===== src/rtl/vga_timing_gen.sv =====
// Parametrised raster timing generator with a built-in test-pattern source.
//
// Ports:
//   clk        pixel clock
//   rst        asynchronous reset, active high
//   ce         pixel enable; counters and outputs advance only when 1
//   pat_sel    pattern select: 0 colour bars, 1 grid, 2 gradient, 3 solid
//   solid_rgb  {r,g,b} colour used by the solid pattern
//   hs, vs     horizontal / vertical sync at polarity HS_POL / VS_POL
//   de         active-video flag
//   x, y       pixel column / row of the current output (valid when de)
//   sof        start-of-frame strobe, coincident with pixel (0,0)
//   eol        end-of-active-line strobe, coincident with pixel (H_ACTIVE-1, y)
//   r, g, b    pixel colour, zero during blanking
//
// All outputs are registered: they reflect the (hcnt, vcnt) sampled on the
// previous ce cycle.
module vga_timing_gen #(
    parameter int unsigned H_ACTIVE = 1280,
    parameter int unsigned H_FP     = 48,
    parameter int unsigned H_SYNC   = 112,
    parameter int unsigned H_BP     = 248,
    parameter int unsigned V_ACTIVE = 1024,
    parameter int unsigned V_FP     = 1,
    parameter int unsigned V_SYNC   = 3,
    parameter int unsigned V_BP     = 38,
    parameter bit          HS_POL   = 1'b1,
    parameter bit          VS_POL   = 1'b1,
    parameter int unsigned CW       = 4,
    localparam int unsigned H_TOTAL = H_ACTIVE + H_FP + H_SYNC + H_BP,
    localparam int unsigned V_TOTAL = V_ACTIVE + V_FP + V_SYNC + V_BP,
    localparam int unsigned XW      = $clog2(H_TOTAL),
    localparam int unsigned YW      = $clog2(V_TOTAL)
) (
    input  logic            clk,
    input  logic            rst,
    input  logic            ce,
    input  logic [1:0]      pat_sel,
    input  logic [3*CW-1:0] solid_rgb,
    output logic            hs,
    output logic            vs,
    output logic            de,
    output logic [XW-1:0]   x,
    output logic [YW-1:0]   y,
    output logic            sof,
    output logic            eol,
    output logic [CW-1:0]   r,
    output logic [CW-1:0]   g,
    output logic [CW-1:0]   b
);

    localparam int unsigned BAR_W = H_ACTIVE / 8;
    localparam int unsigned BPW   = (BAR_W > 1) ? $clog2(BAR_W) : 1;

    localparam logic [XW-1:0]  H_LAST   = XW'(H_TOTAL - 1);
    localparam logic [YW-1:0]  V_LAST   = YW'(V_TOTAL - 1);
    localparam logic [XW-1:0]  H_ACT    = XW'(H_ACTIVE);
    localparam logic [YW-1:0]  V_ACT    = YW'(V_ACTIVE);
    localparam logic [XW-1:0]  H_ALAST  = XW'(H_ACTIVE - 1);
    localparam logic [YW-1:0]  V_ALAST  = YW'(V_ACTIVE - 1);
    localparam logic [XW-1:0]  HS_BEG   = XW'(H_ACTIVE + H_FP);
    localparam logic [XW-1:0]  HS_END   = XW'(H_ACTIVE + H_FP + H_SYNC);
    localparam logic [YW-1:0]  VS_BEG   = YW'(V_ACTIVE + V_FP);
    localparam logic [YW-1:0]  VS_END   = YW'(V_ACTIVE + V_FP + V_SYNC);
    localparam logic [BPW-1:0] BAR_LAST = BPW'(BAR_W - 1);

    logic [XW-1:0]    hcnt_q, hcnt_d;
    logic [YW-1:0]    vcnt_q, vcnt_d;
    logic [BPW-1:0]   bar_px_q, bar_px_d;
    logic [2:0]       bar_idx_q, bar_idx_d;
    logic [1:0]       pat_q, pat_eff;
    logic [3*CW-1:0]  solid_q, solid_eff;

    logic             hs_q, vs_q, de_q, sof_q, eol_q;
    logic [XW-1:0]    x_q;
    logic [YW-1:0]    y_q;
    logic [3*CW-1:0]  rgb_q, rgb_d;

    logic             h_last, origin, active, hs_act, vs_act, eol_hit, grid_on;
    logic [CW-1:0]    grad_r, grad_g;

    always_comb begin
        h_last  = (hcnt_q == H_LAST);
        origin  = (hcnt_q == '0) && (vcnt_q == '0);
        active  = (hcnt_q < H_ACT) && (vcnt_q < V_ACT);
        hs_act  = (hcnt_q >= HS_BEG) && (hcnt_q < HS_END);
        vs_act  = (vcnt_q >= VS_BEG) && (vcnt_q < VS_END);
        eol_hit = (hcnt_q == H_ALAST) && (vcnt_q < V_ACT);

        hcnt_d = h_last ? '0 : hcnt_q + 1'b1;
        vcnt_d = vcnt_q;
        if (h_last) begin
            vcnt_d = (vcnt_q == V_LAST) ? '0 : vcnt_q + 1'b1;
        end

        // Bar counters track the bar of the pixel at hcnt_q; both are zero
        // whenever hcnt_q is zero, so no divider is needed.
        bar_px_d  = bar_px_q + 1'b1;
        bar_idx_d = bar_idx_q;
        if (h_last) begin
            bar_px_d  = '0;
            bar_idx_d = '0;
        end else if (bar_px_q == BAR_LAST) begin
            bar_px_d  = '0;
            bar_idx_d = bar_idx_q + 3'd1;
        end

        // At the origin the fresh selection already applies to pixel (0,0).
        pat_eff   = origin ? pat_sel : pat_q;
        solid_eff = origin ? solid_rgb : solid_q;

        grid_on = ((32'(hcnt_q) & 32'd31) == 32'd0) || ((32'(vcnt_q) & 32'd31) == 32'd0)
                  || (hcnt_q == H_ALAST) || (vcnt_q == V_ALAST);
        grad_r  = CW'(32'(hcnt_q) >> 4);
        grad_g  = CW'(32'(vcnt_q) >> 4);

        unique case (pat_eff)
            2'd0: rgb_d = {{CW{~bar_idx_q[1]}}, {CW{~bar_idx_q[2]}}, {CW{~bar_idx_q[0]}}};
            2'd1: rgb_d = {3*CW{grid_on}};
            2'd2: rgb_d = {grad_r, grad_g, grad_r ^ grad_g};
            default: rgb_d = solid_eff;
        endcase
        if (!active) begin
            rgb_d = '0;
        end
    end

    always_ff @(posedge clk or posedge rst) begin
        if (rst) begin
            hcnt_q    <= '0;
            vcnt_q    <= '0;
            bar_px_q  <= '0;
            bar_idx_q <= '0;
            pat_q     <= '0;
            solid_q   <= '0;
            hs_q      <= ~HS_POL;
            vs_q      <= ~VS_POL;
            de_q      <= 1'b0;
            x_q       <= '0;
            y_q       <= '0;
            rgb_q     <= '0;
            sof_q     <= 1'b0;
            eol_q     <= 1'b0;
        end else begin
            sof_q <= ce & origin;
            eol_q <= ce & eol_hit;
            if (ce) begin
                hcnt_q    <= hcnt_d;
                vcnt_q    <= vcnt_d;
                bar_px_q  <= bar_px_d;
                bar_idx_q <= bar_idx_d;
                pat_q     <= pat_eff;
                solid_q   <= solid_eff;
                hs_q      <= hs_act ? HS_POL : ~HS_POL;
                vs_q      <= vs_act ? VS_POL : ~VS_POL;
                de_q      <= active;
                rgb_q     <= rgb_d;
                if (active) begin
                    x_q <= hcnt_q;
                    y_q <= vcnt_q;
                end
            end
        end
    end

    assign hs  = hs_q;
    assign vs  = vs_q;
    assign de  = de_q;
    assign x   = x_q;
    assign y   = y_q;
    assign sof = sof_q;
    assign eol = eol_q;
    assign r   = rgb_q[3*CW-1:2*CW];
    assign g   = rgb_q[2*CW-1:CW];
    assign b   = rgb_q[CW-1:0];

endmodule

===== config.mk =====
export PLATFORM = sky130hd
export DESIGN_NAME = vga_timing_gen
export DESIGN_NICKNAME = d
export VERILOG_FILES = /design/src/rtl/vga_timing_gen.sv
export SDC_FILE = /design/constraint.sdc
export NUM_CORES = 1
export LEC_CHECK = 0
export BUFFER_PORTS_ARGS = -buffer_cell sky130_fd_sc_hd__buf_2
export CORE_MARGIN = 3
export CORE_UTILIZATION = 53
export CTS_CLUSTER_DIAMETER = 80
export DETAILED_ROUTE_END_ITERATION = 12
export PLACE_DENSITY = 0.78
export SLEW_MARGIN = 20
export SYNTH_ARGS = -nofsm -noshare
export SYNTH_HDL_FRONTEND = slang
export SYNTH_SLANG_ARGS = --single-unit

===== constraint.sdc =====
create_clock -name clk -period 7.3 [get_ports clk]
set_clock_uncertainty 0.05 [all_clocks]
set_input_delay 1.825 -clock clk [delete_from_list [all_inputs] [get_ports clk]]
set_output_delay 1.825 -clock clk [all_outputs]
set_load 0.005 [all_outputs]

Word-level counts from Yosys, hierarchy flattened
Index checks and enable logic that the tools add are counted.

Register bits: 86. Bits in latches: 0. RAM bits: 0. Bits in read-only memories: 0. Input port bits: 17. Output and inout bits: 39. Word-level logic and storage cells: 66. Memories kept: 0.

$add $sub $neg: 4. Multiply operators: 0. Divide/modulo/power cells: 0. $lt $le $gt $ge: 6. Equal/unequal tests: 7. Shifts and indexed selects: 0. Muxes and demuxes: 12. Bitwise logic cells: 6. Reductions and logical operators: 17.

Operator list (number): $logic_not A32 Y1 (2); $lt A11 B11 Y1 const B (4); $pmux W12 S3 (1); $eq A11 B11 Y1 const B (3); $mux W12 (2); $add A11 B1 Y11 const B (2); $ge A11 B11 Y1 const B (2); $logic_not A11 Y1 (2); $mux W11 (2); $mux W8 (2); $eq A11 B10 Y1 const B (1); $add A8 B1 Y8 const B (1); $eq A8 B8 Y1 const B (1); $mux W3 (2); $reduce_and A2 Y1 (3); $logic_and A1 B1 Y1 (5); $xor A4 B4 Y4 (1); $add A3 B1 Y3 const B (1); $logic_or A1 B1 Y1 (3); $not A1 Y1 (3); $and A1 B1 Y1 (2); $eq A2 B1 Y1 const B (1); $eq A2 B2 Y1 const B (1); $logic_not A2 Y1 (1); 3 further kinds (4).

Longest topological paths before layout
Word-level depth: 6. Depth in mapped cells: 9.

Least setup slack after synthesis
OpenSTA, ideal clock, no wires.

Kind: input -> register. From: in ce. To: reg x_q[0], in the netlist x[0]. Setup time: 0.125 ns. Arrival time: 3.016 ns. Required time: 7.125 ns. Slack: 4.110 ns. Stages: 4. Cell sequence: nand2b_1 a21oi_1 clkbuf_1 mux2_2.

Word-level cells in the longest chain between the ends: 1.

RTL lines: start: declaration (line 37) `input logic ce,`; $reduce_and A2 Y1 (no line); end signal: assignment (line 159) `x_q <= hcnt_q;`; end: declaration (line 75) `logic [XW-1:0] x_q;`.

Every way passes these cells. A chain may end at the register's enable or synchronous reset.

Worst setup path in the final report
From: in ce. To: reg y_q[6], in the netlist y[6].

Word-level cells in the longest chain between the ends: 1.

RTL lines: $reduce_and A2 Y1 (no line); end signal: assignment (line 160) `y_q <= vcnt_q;`; end: declaration (line 76) `logic [YW-1:0] y_q;`.

Every way passes these cells.

==> metrics <==
WHS Endpoint=de; reg2reg end=rgb_q[5]; die area=9310 um2; PwrDens=245 nW/um2; num ports=56; # DRC=0; Hold Fails Final Rpt=0; Crit. End Element=register; die width=96.5 um; Worst path max stage delay=between 0.7 and 0.8 ns; clk sinks=86; Core Footprint=7850 um2; post-synthesis cell type count=53; critical path's slowest cell=a21oi_2; GRT Overall Usage=22.2%; Area growth, synth to finish=10.8%; worst path required time=7.50 ns; Cells after Synth=420; largest net degree at the start of global routing=87; First DRT Iteration DRCs=about 280; RSZ-0062 raised after global routing=false; CP bufs+invs=2; post-CTS resize count=0; Startpoint Class=input pin; Clock H-tree levels=3; most frequent cell after synthesis=dfrtp_1; dominant synthesized flop cell=dfrtp_1; post-DP HPWL=just under 7000 um; vias=between 3,000 and 4,000; FILL cells=between 600 and 700; Rows=32; Sequential cell area=2150 um2; Mapped Nets=roughly 440; Synth area leader=dfrtp_1; routed vias/inst=6.05; gr ovfl total=0; top post-synthesis cells by area=dfrtp_1, mux2_2, o21ai_0; Setup WS pre-CTS=3.24 ns; # diodes=0; Initial Util=55.3%; DRT Pass-1 Iters=5; clock buffer depth=2; Post-synth EDFFs=0; GPL Wtd Cong=roughly 0.88; CTS buffer count=9; Multi-input gate area=between 2000 and 2500 um2; Avg WL per Cell=around 17 um; Slew Limit Headroom=31.1%; dpl cell area=4620 um2; Mapped Area=4340 um2; critical-path maximum fanout=25; global-route wire length before repair=16,000 um; leakage=2.25 nW; Slew Viols, Final=0; R2R depth=7; R2R Setup Slk=4.35 ns; Synth top cells by count=dfrtp_1, nor2_1, mux2_2; Hold Crit Start=de; Worst IR Drop VDD=0.146 mV; Tcrit/Tclk final=50.6%; Sum Neg Setup Slack=0 ns; Reg clk slew, reported paths=approximately 0.090 ns; Setup WS post-layout=3.61 ns; Tmin final=around 3.7 ns; Synthesis Warnings=0; Avg Synthesized Cell Area=10.3 um2; crit path cell chain=buf_2 -> nand2b_1 -> a21oi_2 -> buf_4 -> mux2_2; initial antenna violation count=0; path type of the worst setup path=input pin to register; Setup Buffers After CTS=0; ANT nets after route=0; Max Freq=271 MHz; cell family with most CP delay=buffers and inverters; hold path cells=1; slew at the pin with the worst max-slew slack=~1.0 ns; Yosys reg bits=86; Reg-to-Reg Start=hcnt_q[0]; status=finished clean; register area share after synthesis=49.6%; Clk Tree Root Cell=clkbuf_8; I/O Buffers=55; Design Area, Final=4810 um2; share of cells above drive strength 1=25.3%; number of global-route vias before repair=3,307; cts hold-fix bufs=0; top cell type's share of synthesized area=49.6%; final count of negative-setup-slack endpoints=0; Routed WL=9820 um; # nets final=481; Die Y=approximately 96 um; worst hold slack=0.449 ns; Worst Path Arrival=3.89 ns; max_cap viols=0; CTS tree=yes; fraction of registers with async set/reset=100%; clk_lat worst skew=0.35 ns; worst min-delay path category=register to register
## per-stage QoR
| stage | power [mW] | utilization [%] | std cells |
|---|---|---|---|
| after floorplan | 0.784 | - | 420 |
| after global placement | 0.857 | 58.9 | 548 |
| after detailed placement | 0.871 | 58.9 | 548 |
| after CTS | 1.18 | 61.2 | 564 |
| after global routing | 1.24 | 61.3 | 564 |
| final | 1.18 | 61.3 | 564 |
## worst max path at each step
stage          from      endpoint  slack (ns)  depth (start not counted)
2_1_floorplan   rst  bar_idx_q[0]        3.20                          1
3_3_place_gp     ce          x[9]        3.33                          5
3_5_place_dp     ce          y[6]        3.24                          5
4_1_cts          ce          y[6]        3.63                          5
5_1_grt          ce     vcnt_q[7]        3.46                          5
6_report         ce          y[6]        3.61                          5
## report_power, final
part	internal [mW]	switching (mW)	leakage (nW)
Combinational	0.112	0.114	1.06
Sequential	0.550	0.0863	1.11
Clock	0.135	0.179	0.0889
## metal layers
| metal | global-route usage [%] | vias up | share of wire (%) |
|---|---|---|---|
| li1 | - | 1606 | - |
| met4 | 9.35 | 0 | 1.5 |
| met1 | 29.3 | 1670 | 43 |
| met2 | 35.3 | 121 | 50 |
| met5 | 0 | - | 0 |
| met3 | 4.80 | 15 | 5.8 |
## logic make-up after synthesis
family / count (synthesis) / synth area share [%]
fa+ha+maj: 7 / 2.02
compound gates: 82 / 12.9
mux: 36 / 9.32
buf+inv: 41 / 4.12
flops: 86 / 49.6
xor+xnor: 23 / 4.64
simple gates: 145 / 17.4
## final cells by class
type / instances / share of cell area, %
clock buffer: 10 / 2.86
clock inverter: 6 / 0.963
inverter: 10 / 0.807
multi-input combinational: 293 / 41.8
sequential: 86 / 44.8
tap: 102 / 2.65
timing repair buffer: 57 / 6.12
## layout by cell type, fill, tap and decap left out, types with 2 or more instances in the layout
cell type   instances
nand3_1            15
nor4_1              6
dfrtp_1            86
a31oi_1             7
clkinv_2            2
a32oi_1            11
clkinv_4            2
or2_2               2
a22oi_1             7
ha_1                7
or4_1               7
nand2_1            32
buf_2              55
or3b_2              2
nand4_1             8
clkinvlp_4          2
nor2b_1             4
xnor2_1             8
o311ai_0            7
nor3_1              7
inv_1               9
xor2_1             15
or3_1               2
nand3b_1            2
o21ai_0            29
and3_1              7
a211oi_1            5
nor4b_1             2
mux2_2             35
nand2b_1            2
clkbuf_8           10
o31ai_1             3
and4_1              2
nor2_1             38
## sequential cells by signal, summed over array words and instances (netlist names)
signal,count
bar_idx_q,3
bar_px_q,8
de,1
eol,1
hcnt_q,11
hs,1
pat_q,2
rgb_q,12
sof,1
solid_q,12
vcnt_q,11
vs,1
x,11
y,11
Note: power is estimated with default switching activity, not from simulation.
